`src/rtl/lfsr_pkg.sv`:
```
// Shared types for the LFSR step controller.
// LFSR_STEP_ZERO_GUARD_EN: remap an all-zero seed to 8'h01.
package lfsr_pkg;

    localparam int LFSR_W     = 8;
    localparam int STEP_CNT_W = 16;

    typedef enum logic [1:0] {
        ST_LOAD  = 2'd0,
        ST_RUN   = 2'd1,
        ST_PAUSE = 2'd2
    } state_t;

`ifdef LFSR_STEP_ZERO_GUARD_EN
    localparam logic [LFSR_W-1:0] SEED_RST = LFSR_W'(1);

    function automatic logic [LFSR_W-1:0] seed_guard(
        input logic [LFSR_W-1:0] s
    );
        return (s == '0) ? LFSR_W'(1) : s;
    endfunction
`else
    localparam logic [LFSR_W-1:0] SEED_RST = '0;

    function automatic logic [LFSR_W-1:0] seed_guard(
        input logic [LFSR_W-1:0] s
    );
        return s;
    endfunction
`endif

endpackage

```
`src/rtl/lfsr_step_ctrl_debounce.sv`:
```
// Stability-count debouncer for one synchronized input.
// dout follows din after CYCLES consecutive differing samples.
module debounce #(
    parameter int CYCLES = 16
) (
    input  logic clk,
    input  logic reset,
    input  logic din,
    output logic dout
);

    localparam int CW = $clog2(CYCLES + 1);
    localparam logic [CW-1:0] LAST = CW'(CYCLES - 1);

    logic [CW-1:0] cnt;

    // Count consecutive disagreeing samples; any agreement restarts.
    always_ff @(posedge clk or posedge reset) begin
        if (reset) begin
            cnt  <= '0;
            dout <= 1'b0;
        end else if (din == dout) begin
            cnt <= '0;
        end else if (cnt == LAST) begin
            dout <= din;
            cnt  <= '0;
        end else begin
            cnt <= cnt + 1'b1;
        end
    end

endmodule

```
`src/rtl/lfsr_step_ctrl.sv`:
```
// Input conditioning and step pacing for the LFSR core.
// LFSR_STEP_ZERO_GUARD_EN: seed 8'h00 is replaced by 8'h01.
module lfsr_step_ctrl
    import lfsr_pkg::*;
#(
    parameter int PRESCALE        = 500,
    parameter int DEBOUNCE_CYCLES = 16
) (
    input  logic                  clk,
    input  logic                  reset,
    input  logic                  btn_step,
    input  logic                  sw_run,
    input  logic                  sw_load,
    input  logic [LFSR_W-1:0]     sw_seed,
    output logic                  load,
    output logic [LFSR_W-1:0]     seed,
    output logic                  step,
    output logic                  run_led,
    output logic [STEP_CNT_W-1:0] step_count
);

    localparam int RW = LFSR_W + 3;
    localparam int PW = $clog2(PRESCALE);
    localparam logic [PW-1:0] PLAST = PW'(PRESCALE - 1);

    logic [RW-1:0] s1, s2;
    logic          db_btn, db_run, db_load;
    logic          btn_prev;
    state_t        state, next;
    logic [PW-1:0] presc;
    logic          stay_run, stay_pause;
    logic          term, btn_edge, fire;

    // Two-flop synchronizer on every raw input.
    always_ff @(posedge clk or posedge reset) begin
        if (reset) begin
            s1 <= '0;
            s2 <= '0;
        end else begin
            s1 <= {btn_step, sw_run, sw_load, sw_seed};
            s2 <= s1;
        end
    end

    debounce #(.CYCLES(DEBOUNCE_CYCLES)) u_db_btn (
        .clk(clk), .reset(reset),
        .din(s2[LFSR_W+2]), .dout(db_btn)
    );

    debounce #(.CYCLES(DEBOUNCE_CYCLES)) u_db_run (
        .clk(clk), .reset(reset),
        .din(s2[LFSR_W+1]), .dout(db_run)
    );

    debounce #(.CYCLES(DEBOUNCE_CYCLES)) u_db_load (
        .clk(clk), .reset(reset),
        .din(s2[LFSR_W]), .dout(db_load)
    );

    // Previous debounced button for rising-edge detection.
    always_ff @(posedge clk or posedge reset) begin
        if (reset) btn_prev <= 1'b0;
        else       btn_prev <= db_btn;
    end

    // State register.
    always_ff @(posedge clk or posedge reset) begin
        if (reset) state <= ST_LOAD;
        else       state <= next;
    end

    // Next state: load wins, otherwise the run switch picks the mode.
    always_comb begin
        next = state;
        if (db_load) begin
            next = ST_LOAD;
        end else begin
            unique case (state)
                ST_LOAD:  next = db_run ? ST_RUN : ST_PAUSE;
                ST_RUN:   next = db_run ? ST_RUN : ST_PAUSE;
                ST_PAUSE: next = db_run ? ST_RUN : ST_PAUSE;
                default:  next = ST_LOAD;
            endcase
        end
    end

    // A step fires only if no mode change happens in the same cycle.
    always_comb begin
        stay_run   = (state == ST_RUN) && (next == ST_RUN);
        stay_pause = (state == ST_PAUSE) && (next == ST_PAUSE);
        term       = (presc == PLAST);
        btn_edge   = db_btn && !btn_prev;
        fire       = (stay_run && term) || (stay_pause && btn_edge);
    end

    // Registered outputs, prescaler and step counter.
    always_ff @(posedge clk or posedge reset) begin
        if (reset) begin
            load       <= 1'b1;
            run_led    <= 1'b0;
            step       <= 1'b0;
            step_count <= '0;
            presc      <= '0;
            seed       <= SEED_RST;
        end else begin
            load    <= (next == ST_LOAD);
            run_led <= (next == ST_RUN);
            step    <= fire;
            if (next == ST_LOAD) begin
                step_count <= '0;
                presc      <= '0;
            end else begin
                if (fire)
                    step_count <= step_count + 1'b1;
                if (stay_run)
                    presc <= term ? '0 : presc + 1'b1;
            end
            if (state == ST_LOAD)
                seed <= seed_guard(s2[LFSR_W-1:0]);
        end
    end

endmodule

```
`config.mk`:
```
export PLATFORM = sky130hd
export DESIGN_NAME = lfsr_step_ctrl
export DESIGN_NICKNAME = d
export VERILOG_FILES = /design/src/rtl/lfsr_pkg.sv /design/src/rtl/lfsr_step_ctrl_debounce.sv /design/src/rtl/lfsr_step_ctrl.sv
export SDC_FILE = /design/constraint.sdc
export NUM_CORES = 1
export LEC_CHECK = 0
export ABC_AREA = 1
export BUFFER_PORTS_ARGS = -buffer_cell sky130_fd_sc_hd__buf_2
export CORE_UTILIZATION = 35
export DETAILED_ROUTE_END_ITERATION = 12
export PLACE_DENSITY = 0.52
export SYNTH_ARGS = -nofsm -noshare
export SYNTH_HDL_FRONTEND = slang
export SYNTH_SLANG_ARGS = --single-unit
export TNS_END_PERCENT = 100
```
`constraint.sdc`:
```
create_clock -name clk -period 2.8 [get_ports clk]
set_clock_uncertainty 0.05 [all_clocks]
set_input_delay 0.28 -clock clk [delete_from_list [all_inputs] [get_ports clk]]
set_output_delay 0.28 -clock clk [all_outputs]
set_load 0.05 [all_outputs]
```
==> results of run 1 <==
==> flip-flops by register name, indices dropped and copies added, names as in the netlist <==
signal / count
state: 2
u_db_btn.cnt: 5
btn_prev: 1
seed: 8
step_count: 16
step: 1
presc: 9
u_db_load.cnt: 5
s1: 11
s2: 11
u_db_run.cnt: 5
run_led: 1
u_db_btn.dout: 1
u_db_run.dout: 1
u_db_load.dout: 1
load: 1
==> layout by cell type (no fill, tap or decap), types with 2 or more instances in the layout <==
cell type,n
a21oi_1,11
dlygate4sd3_1,12
clkbuf_8,9
inv_1,37
nand2_1,77
mux2_2,10
inv_6,3
xor2_1,6
dfrtp_1,78
nor2_2,4
xnor2_1,5
nand3_1,27
inv_8,2
o21ai_0,10
and3_1,3
o21bai_1,2
nor3_1,4
buf_2,39
nor2_1,36
nand2_2,4
ha_1,5
nand4_1,12
==> layout make-up <==
type,count,area share (%)
inverter,40,4.077
sequential,79,48.83
multi-input combinational,225,29.65
clock inverter,7,2.131
timing repair buffer,52,8.277
clock buffer,9,3.057
tap,129,3.984
==> per-layer routing <==
metal  GRT usage, %  vias up  share of wire (%)
li1               -     1241                  -
met1          19.84     1166                 50
met2          21.34       37                 44
met3          3.830       11                3.8
met4          5.351        0                1.6
met5              0        -                  0
==> stage by stage <==
stage | area, um2 | hold slack [ns] | util [%]
after floorplan | 3376 | 0.2614 | -
after global placement | 3721 | 0.2818 | 40.08
after detailed placement | 3721 | 0.2847 | 40.08
after CTS | 4051 | 0.3049 | 43.64
after global routing | 4051 | 0.3070 | 43.64
final | 4051 | 0.3034 | 43.64
==> cells by family (layout without fill, tap and decap cells) <==
kind of cell	Yosys count	after routing
AND/OR/NAND/NOR	172	172
flip-flops	79	79
buffers and inverters	44	108
multiplexers	10	10
AO/OA/AOI/OAI	27	27
XOR/XNOR	11	11
adder cells (fa/ha/maj)	5	5
==> how the worst max path moves through the flow <==
stage | end | slack [ns] | cells past startpoint
floorplan | btn_prev$_DFF_PP0_ | 0.45 | 1
global placement | step_count[4]$_DFFE_PP0P_ | 1.24 | 8
detailed placement | step_count[2]$_DFFE_PP0P_ | 1.20 | 8
CTS | step_count[2]$_DFFE_PP0P_ | 1.18 | 8
global route | step_count[6]$_DFFE_PP0P_ | 1.01 | 8
finish | step_count[14]$_DFFE_PP0P_ | 1.19 | 7
==> power by group through the flow <==
stage | Clock, W | Combinational (W) | Sequential, W
finish | 0.000892 | 0.000103 | 0.00119
global route | 0.000975 | 0.000118 | 0.00119
CTS | 0.000924 | 0.000106 | 0.00119
detailed placement | 0 | 0.0000935 | 0.00121
global placement | 0 | 0.0000919 | 0.00121
floorplan | 0 | 0.0000423 | 0.00123
==> what timing repair did <==
action / 4_1_cts / 5_1_grt
hold endpoints to repair: 43 / 0
hold buffers: 12 / 0
setup endpoints to repair: 0 / 0
==> impl_metrics.env, run 1 <==
export IMPL_synth_seq_area_share_pct=58.60
export IMPL_initial_core_util_pct=36.36
export IMPL_cpMostUsedCell="nand3_1"
export IMPL_synth_enable_flop_cells=0
export IMPL_worstPathCellList="ha_1 > nand3_1 > nor2_1 > nand3_1 > nand2_1 > nand3_1 > o21ai_0"
export IMPL_crit_start="step_count[0]$_DFFE_PP0P_"
export IMPL_p_int_w=0.001644
export IMPL_htree_levels=3
export IMPL_vias=2455
export IMPL_cp_start_kind="register"
export IMPL_synth_cell_types=31
export IMPL_synth_most_common_cell="dfrtp_1"
export IMPL_cts_resized=0
export IMPL_hold_path_class="reg2reg"
export IMPL_grt_pass1_vias=2466
export IMPL_drt_iter0_markers=110
export IMPL_clock_fmax_ghz=0.6199
export IMPL_synth_common_cells="dfrtp_1 (78), nand2_1 (77), inv_1 (38)"
export IMPL_outcome="finished, final reports clean"
export IMPL_critPathBufInv=0
export IMPL_dp_cells=513
export IMPL_worst_ep_required_time_ns=3.01
export IMPL_slew_viol_final=0
export IMPL_antenna_found_initial=0
export IMPL_crit_slowest_cell="dfrtp_1"
export IMPL_drv_cap=0
export IMPL_synth_top_family_by_area="simple AND/OR/NAND/NOR gates"
export IMPL_syn_inst=348
export IMPL_synth_warnings=0
export IMPL_io_buffers=39
export IMPL_min_path_cells=0
export IMPL_vias_per_cell=4.538
export IMPL_layout_min_cycle_time_ns=1.613
export IMPL_synth_seq_cells=79
export IMPL_area_growth_pct=20.01
export IMPL_wirelength_um=6176
export IMPL_reg2reg_from="step_count[0]$_DFFE_PP0P_"
export IMPL_pwr_share_seq_pct=54.4
export IMPL_synth_compound_area_share_pct=4.411
export IMPL_cts_made_buffers=9
export IMPL_dp_slack_ns=1.203
export IMPL_grt_usage_pct=14.27
export IMPL_combPwrFrac_pct=4.7
export IMPL_syn_area_um2=3376
export IMPL_yosys_most_used_dff="dfrtp_1"
export IMPL_synthMuxAreaShare_pct=3.336
export IMPL_finalSetupViolations=0
export IMPL_finalWorstSetupSlack_ns=1.187
export IMPL_nNetsFinal=425
export IMPL_r2r_cells=7
export IMPL_grt_max_degree=47
export IMPL_drive_above_1_share_pct=20.15
export IMPL_ant_nets=0
export IMPL_multi_input_area_um2=1201
export IMPL_cts_sinks=79
export IMPL_cp_arrival_ns=1.83
export IMPL_crit_path_max_incr_delay_ns=0.41
export IMPL_rsz0062_at_grt="no"
export IMPL_fill_cells=932
export IMPL_syn_area_per_cell_um2=9.700
export IMPL_synthAdderAreaFrac_pct=1.853
export IMPL_swShare_pct=24.66
export IMPL_hold_end="s2[0]$_DFF_PP0_"
export IMPL_cts_buffer_depth=2
export IMPL_cts_tree="done"
export IMPL_p_switching_w=0.0005381
export IMPL_finalSetupTns_ns=0
export IMPL_finalPower_w=0.002182
export IMPL_die_h_um=100.2
export IMPL_die_width_um=100.2
export IMPL_power_density_nw_per_um2=538.6
export IMPL_leakage_nw=2.044
export IMPL_max_slew_margin_rel_pct=58.04
export IMPL_yosys_area_share_simple_pct=23.13
export IMPL_ios=40
export IMPL_r2r_slack_ns=1.19
export IMPL_path_class="reg2reg"
export IMPL_cts_post_setup_buffers_inserted=0
export IMPL_layoutNonFillerInstCount=541
export IMPL_fp_coreArea_um2=9284
export IMPL_die_area_um2=10040
export IMPL_ff_latch_area_um2=1978
export IMPL_cp_max_fo=6
export IMPL_tightest_slew_ns=0.6287
export IMPL_ir_drop_mv=0.3435
export IMPL_reg2reg_to="step_count[14]$_DFFE_PP0P_"
export IMPL_drc=0
export IMPL_hp_start="s1[0]$_DFF_PP0_"
export IMPL_clk_latency_ns=0.35
export IMPL_finalCritPeriodShare_pct=57.61
export IMPL_syn_nets=366
export IMPL_clkTransAtPathRegs_ns=0.09
export IMPL_root_buffer="clkbuf_8"
export IMPL_synth_xor_area_share_pct=2.854
export IMPL_yosys_top_cells_area="dfrtp_1 (58%), nand2_1 (8.6%), inv_1 (4.2%)"
export IMPL_synth_top_area_cell="dfrtp_1"
export IMPL_synth_top_area_share_pct=57.82
export IMPL_synthArstFlopShare_pct=100.0
export IMPL_end_kind="register"
export IMPL_dp_hpwl_um=4244
export IMPL_finalHoldViolCount=0
export IMPL_grt_ovfl_total=0
export IMPL_gp_congestion=0.7688
export IMPL_rows=35
export IMPL_dr_pass1_iters=4
export IMPL_clkPwrFrac_pct=40.9
export IMPL_crit_family="simple AND/OR/NAND/NOR gates"
export IMPL_n_antenna_cell=0
export IMPL_grt_pass1_wl_um=11270
export IMPL_wl_per_cell_um=11.42
Power figures use the tool's default switching activity.
==> run 2, diff against run 1 <==
Clock period 2.8 ns to 1.5 ns, I/O delays scaled along.
==> run 2 against run 1 <==
  * Register-to-register slack got worse by 1.1 ns
  * Utilization rose by 2.7 points
  * First-iteration DRC count fell by 5.5%
  * Final area rose by 6.2%
  * Worst setup slack got worse by 1.1 ns
  * Wire length rose by 1.6%
  * Sequential power rose by 87%
  * Non-clock buffer count rose by 13
  * Die area did not move
  * Combinational power rose by 95%
==> impl_metrics.env, run 2 (synthesis gave the netlist of run 1 again) <==
export IMPL_combPwrFrac_pct=4.7
export IMPL_die_area_um2=10040
export IMPL_hold_path_class="in2async"
export IMPL_fp_coreArea_um2=9284
export IMPL_cts_tree="done"
export IMPL_grt_met1_usage_pct=18.17
export IMPL_drc=0
export IMPL_slew_viol_final=0
export IMPL_dp_slack_ns=0.01655
export IMPL_finalHoldViolCount=0
export IMPL_largest_register_ffs=16
export IMPL_finalCritPeriodShare_pct=95.66
export IMPL_grt_ovfl_total=0
export IMPL_most_common_layout_cells="nand2_1 (74), dfrtp_1 (70), buf_2 (39), inv_1 (35), nor2_1 (32)"
export IMPL_grt_usage_pct=14.00
export IMPL_grt_pass1_vias=2430
export IMPL_ir_drop_mv=0.6436
export IMPL_antenna_found_initial=0
export IMPL_max_slew_margin_rel_pct=70.64
export IMPL_dp_hpwl_um=4392
export IMPL_multi_input_area_um2=1291
export IMPL_leakage_nw=2.124
export IMPL_finalSetupTns_ns=0
export IMPL_gp_congestion=0.7734
export IMPL_cp_max_fo=17
export IMPL_io_buffers=39
export IMPL_clk_latency_ns=0.35
export IMPL_swShare_pct=23.97
export IMPL_drt_iter0_markers=104
export IMPL_die_width_um=100.2
export IMPL_nNetsFinal=438
export IMPL_cts_buffer_depth=2
export IMPL_ios=40
export IMPL_r2r_slack_ns=0.07
export IMPL_worst_ep_required_time_ns=1.69
export IMPL_cts_sinks=79
export IMPL_grtUsageMet2_pct=22.87
export IMPL_reg_top3="step_count: 16 flops, s1: 11 flops, s2: 11 flops"
export IMPL_p_int_w=0.003242
export IMPL_cp_arrival_ns=1.62
export IMPL_vias_per_cell=4.540
export IMPL_pwr_share_seq_pct=51.9
export IMPL_final_common_cell="nand2_1"
export IMPL_rsz0062_at_grt="yes"
export IMPL_wirelength_um=6274
export IMPL_area_growth_pct=27.43
export IMPL_ff_latch_area_um2=1988
export IMPL_drive_above_1_share_pct=27.53
export IMPL_grt_max_degree=43
export IMPL_dr_pass1_iters=6
export IMPL_clkTransAtPathRegs_ns=0.09
export IMPL_clkPwrFrac_pct=43.3
export IMPL_grt_use_met3_pct=3.552
export IMPL_p_switching_w=0.001022
export IMPL_clock_fmax_ghz=0.6969
export IMPL_finalWorstSetupSlack_ns=0.06516
export IMPL_fill_cells=904
export IMPL_cts_made_buffers=9
export IMPL_vias=2515
export IMPL_outcome="finished, final reports clean"
export IMPL_end_kind="register"
export IMPL_drv_cap=0
export IMPL_globalRoute_busiestLayer="met2"
export IMPL_htree_levels=3
export IMPL_regMostFlops="step_count"
export IMPL_wl_per_cell_um=11.32
export IMPL_layout_min_cycle_time_ns=1.435
export IMPL_tightest_slew_ns=0.4395
export IMPL_die_h_um=100.2
export IMPL_finalSetupViolations=0
export IMPL_grt_pass1_wl_um=11030
export IMPL_path_class="reg2reg"
export IMPL_n_antenna_cell=0
export IMPL_initial_core_util_pct=36.36
export IMPL_root_buffer="clkbuf_8"
export IMPL_cp_start_kind="register"
export IMPL_rows=35
export IMPL_power_density_nw_per_um2=991.4
export IMPL_ant_nets=0
run 2: metal layers:
layer	up-vias	share of wire, %	wire length (um)
li1	1272	-	-
met1	1194	47	2956
met2	44	48	3021
met3	5	3.7	234
met4	0	1.0	63
met5	-	0	0
run 2: repair_timing:
item                                    in CTS  in global routing
hold endpoints to repair                    26                  0
setup buffers                                0                  1
gates resized for setup                      1                 29
endpoints found under the setup margin       4                 23
hold buffers                                12                  0
cloned                                       0                  0
pin swaps                                    0                  2
run 2: final cells by class:
| class | count | area share [%] |
|---|---|---|
| clock buffers | 9 | 2.880 |
| flip-flops and latches | 79 | 46.22 |
| repair buffers | 65 | 10.53 |
| inverters | 40 | 4.072 |
| multi-input cells | 225 | 30.02 |
| clock inverters | 7 | 2.531 |
| well taps | 129 | 3.752 |
run 2: power groups by stage:
| stage | Combinational, W | Clock (W) | Sequential [W] |
|---|---|---|---|
| 3_3_place_gp | 0.000179 | 0 | 0.00226 |
| 6_report | 0.000201 | 0.00185 | 0.00222 |
| 5_1_grt | 0.000227 | 0.00201 | 0.00223 |
| 2_1_floorplan | 0.0000797 | 0 | 0.00229 |
| 3_5_place_dp | 0.000181 | 0 | 0.00226 |
| 4_1_cts | 0.000206 | 0.00192 | 0.00222 |
run 2: worst max-delay path, cell delays in order (launching register included):
cell     delay [ns]
dfrtp_2        0.46
nand2_1        0.12
nand2_4        0.09
nor2_2         0.16
nand2_4        0.11
nand2_8        0.16
nand3_1        0.08
nand2_1        0.06
nor2_1         0.04
run 2: worst paths after layout:
path                                     from                          to  cells after the start
hold / removal                          reset            s1[10]$_DFF_PP0_                      3
min in group clk              s1[9]$_DFF_PP0_             s2[9]$_DFF_PP0_                      0
setup / recovery           state[0]$_DFF_PP0_   step_count[6]$_DFFE_PP0P_                      8
hold reg to reg               s1[9]$_DFF_PP0_             s2[9]$_DFF_PP0_                      0
max in group asynchronous               reset  u_db_load.cnt[4]$_DFF_PP0_                      4
setup reg to reg           state[0]$_DFF_PP0_   step_count[6]$_DFFE_PP0P_                      8
run 2: through the flow:
step           utilization (%)  hold WS [ns]  cells  area, um2  power [W]
2_1_floorplan                -        0.1314    348       3405   0.002372
3_3_place_gp             41.48        0.1302    525       3851   0.002436
3_5_place_dp             41.48        0.1390    525       3851   0.002441
4_1_cts                  45.28        0.3030    553       4204   0.004344
5_1_grt                  46.33        0.2998    554       4302   0.004461
6_report                 46.33        0.2999    554       4302   0.004265
==> run 3, diff against run 2 <==
Settings changed: ABC_AREA 1 to default, CAP_MARGIN from default to 20.
==> run 3 against run 2 <==
  * The flow now finishes with violations (negative setup slack)
  * Register-to-register slack lost 0.34 ns
  * Worst hold slack improved by 0.0051 ns
  * Sequential share of layout area fell by 1.4 points
  * Largest cell class unchanged
  * Highest routed layer unchanged
  * Total power down 5.2%
  * Worst setup slack worse by 0.34 ns
  * Largest power group unchanged
==> impl_metrics.env, run 3 <==
export IMPL_drt_iter0_markers=69
export IMPL_synthArstFlopShare_pct=100.0
export IMPL_reg_top3="step_count: 16 flops, s1: 11 flops, s2: 11 flops"
export IMPL_ios=40
export IMPL_finalCritPeriodShare_pct=118.4
export IMPL_dr_pass1_iters=4
export IMPL_drv_cap=0
export IMPL_worst_ep_required_time_ns=1.68
export IMPL_yosys_top_cells_area="dfrtp_1 (61%), nor2_1 (4.0%), mux2_2 (3.9%)"
export IMPL_clk_latency_ns=0.35
export IMPL_synth_seq_cells=79
export IMPL_gp_congestion=0.7281
export IMPL_die_width_um=97.35
export IMPL_hp_start="s1[10]$_DFF_PP0_"
export IMPL_rows=34
export IMPL_htree_levels=3
export IMPL_max_slew_margin_rel_pct=72.62
export IMPL_clock_fmax_ghz=0.5630
export IMPL_die_area_um2=9476
export IMPL_grt_usage_pct=13.88
export IMPL_finalHoldViolCount=0
export IMPL_rsz0062_at_grt="yes"
export IMPL_initial_core_util_pct=36.31
export IMPL_syn_area_um2=3182
export IMPL_dp_hpwl_um=4029
export IMPL_cts_made_buffers=9
export IMPL_r2r_slack_ns=-0.28
export IMPL_cts_sinks=79
export IMPL_grt_max_degree=80
export IMPL_grt_pass1_vias=2201
export IMPL_vias=2216
export IMPL_root_buffer="clkbuf_8"
export IMPL_synth_enable_flop_cells=0
export IMPL_synth_common_cells="dfrtp_1 (78), nor2_1 (34), nand2_1 (14), nand3_1 (14), xor2_1 (14)"
export IMPL_syn_area_per_cell_um2=12.68
export IMPL_finalWorstSetupSlack_ns=-0.2763
export IMPL_fp_coreArea_um2=8763
export IMPL_io_buffers=39
export IMPL_grt_ovfl_total=0
export IMPL_regMostFlops="step_count"
export IMPL_most_common_layout_cells="dfrtp_1 (66), buf_4 (53), buf_2 (39), nor2_1 (30), xor2_1 (14)"
export IMPL_die_h_um=97.35
export IMPL_nNetsFinal=389
export IMPL_cp_arrival_ns=1.96
export IMPL_cts_buffer_depth=2
export IMPL_layout_min_cycle_time_ns=1.776
export IMPL_syn_nets=269
export IMPL_cp_start_kind="register"
export IMPL_synth_warnings=0
export IMPL_drive_above_1_share_pct=45.48
export IMPL_finalSetupTns_ns=-4.558
export IMPL_path_class="reg2reg"
export IMPL_reg2reg_from="presc[0]$_DFFE_PP0P_"
export IMPL_drc=0
export IMPL_syn_inst=251
export IMPL_cp_max_fo=7
export IMPL_vias_per_cell=4.579
export IMPL_synth_cell_types=34
export IMPL_yosys_most_used_dff="dfrtp_1"
export IMPL_antenna_found_initial=0
export IMPL_whs_ns=0.3050
export IMPL_finalPower_w=0.004043
export IMPL_n_antenna_cell=0
export IMPL_synth_most_common_cell="dfrtp_1"
export IMPL_clkTransAtPathRegs_ns=0.09
export IMPL_leakage_nw=2.167
export IMPL_wirelength_um=6073
export IMPL_end_kind="register"
export IMPL_tightest_slew_ns=0.4107
export IMPL_synth_seq_area_share_pct=62.17
export IMPL_synth_top_area_cell="dfrtp_1"
export IMPL_final_util_pct=50.73
export IMPL_finalSetupViolations=23
export IMPL_cts_tree="done"
export IMPL_ant_nets=0
export IMPL_violations="negative setup slack"
export IMPL_hold_path_class="reg2reg"
export IMPL_slew_viol_final=0
export IMPL_wl_per_cell_um=12.55
export IMPL_largest_register_ffs=16
export IMPL_power_density_nw_per_um2=909.4
export IMPL_outcome="finished, violations left"
export IMPL_synth_top_area_share_pct=61.34
export IMPL_ir_drop_mv=0.6058
export IMPL_area_growth_pct=39.72
export IMPL_crit_start="presc[0]$_DFFE_PP0P_"
export IMPL_final_common_cell="dfrtp_1"
export IMPL_grt_pass1_wl_um=10490
-- run 3: cell count changes in the layout (fill, tap and decap cells not counted), sizes merged, moves of 5 or more --
cell / before / now
nand2: 82 / 14
buf: 53 / 101
inv: 42 / 7
nand3: 29 / 14
and2: 0 / 9
xnor2: 5 / 13
xor2: 6 / 14
a211oi: 0 / 7
nor2: 41 / 34
a21oi: 11 / 6
nand4: 12 / 7
o21ai: 12 / 7
-- run 3: critical path, stage by stage (launching register included) --
cell and delay [ns]:
dfrtp_2 0.39, ha_4 0.13, and4bb_2 0.26, nand4_4 0.19, buf_6 0.21, a211oi_4 0.20
xnor2_1 0.15, nor2_1 0.06
-- run 3: final timing paths --
kind / endpoint / cells after the start
worst max-delay path: step_count[5]$_DFFE_PP0P_ / 7
worst min-delay path: s2[10]$_DFF_PP0_ / 0
worst max register to register: step_count[5]$_DFFE_PP0P_ / 7
worst min register to register: s2[10]$_DFF_PP0_ / 0
min in group asynchronous: s1[1]$_DFF_PP0_ / 4
max in group asynchronous: step_count[10]$_DFFE_PP0P_ / 4
-- run 3: cells by family (layout without fill, tap and decap cells) --
kind of cell	Yosys count	count (layout)	synth area share [%]
muxes	13	13	4.522
and+or+nand+nor	91	91	14.75
AOI/OAI and AO/OA	26	26	7.668
adders and majority gates	5	5	1.966
DFF	79	79	62.17
buffers and inverters	10	135	1.494
xor gates and xnor gates	27	27	7.432
-- run 3: layer usage --
metal	global-route usage [%]	routed length [um]	vias up
li1	-	-	1103
met1	18.82	2964	1077
met2	21.83	2889	29
met3	3.453	129	7
met4	4.751	89	0
met5	0	0	-
-- run 3: final cells by class --
cell class                      count  area, um2
Clock buffer                       10      137.6
Clock inverter                      6      75.07
Fill cell                         783       4318
Inverter                            6      32.53
Multi-Input combinational cell    162       1249
Sequential cell                    79       1993
Tap cell                          108      135.1
Timing Repair Buffer              113      823.3
-- run 3: timing repair --
item | in CTS | in global routing
endpoints found under the setup margin | 27 | 27
pin swaps | 24 | 8
buffers inserted | 4 | 6
hold endpoints to repair | 89 | 0
gates resized for setup | 14 | 19
hold buffers | 12 | 0
gates cloned | 0 | 0
-- run 3: power breakdown --
part	internal (W)	switching, W
Combinational	0.0000715	0.000103
Sequential	0.00219	0.0000273
Clock	0.000843	0.000812
-- run 3: stage by stage --
step | setup slack [ns] | std cells | area, um2
3_3_place_gp | -0.2986 | 447 | 3935
3_5_place_dp | -0.3501 | 447 | 3935
5_1_grt | -0.3645 | 484 | 4446
2_1_floorplan | -0.2867 | 251 | 3219
6_report | -0.2763 | 484 | 4446
4_1_cts | -0.2442 | 479 | 4345
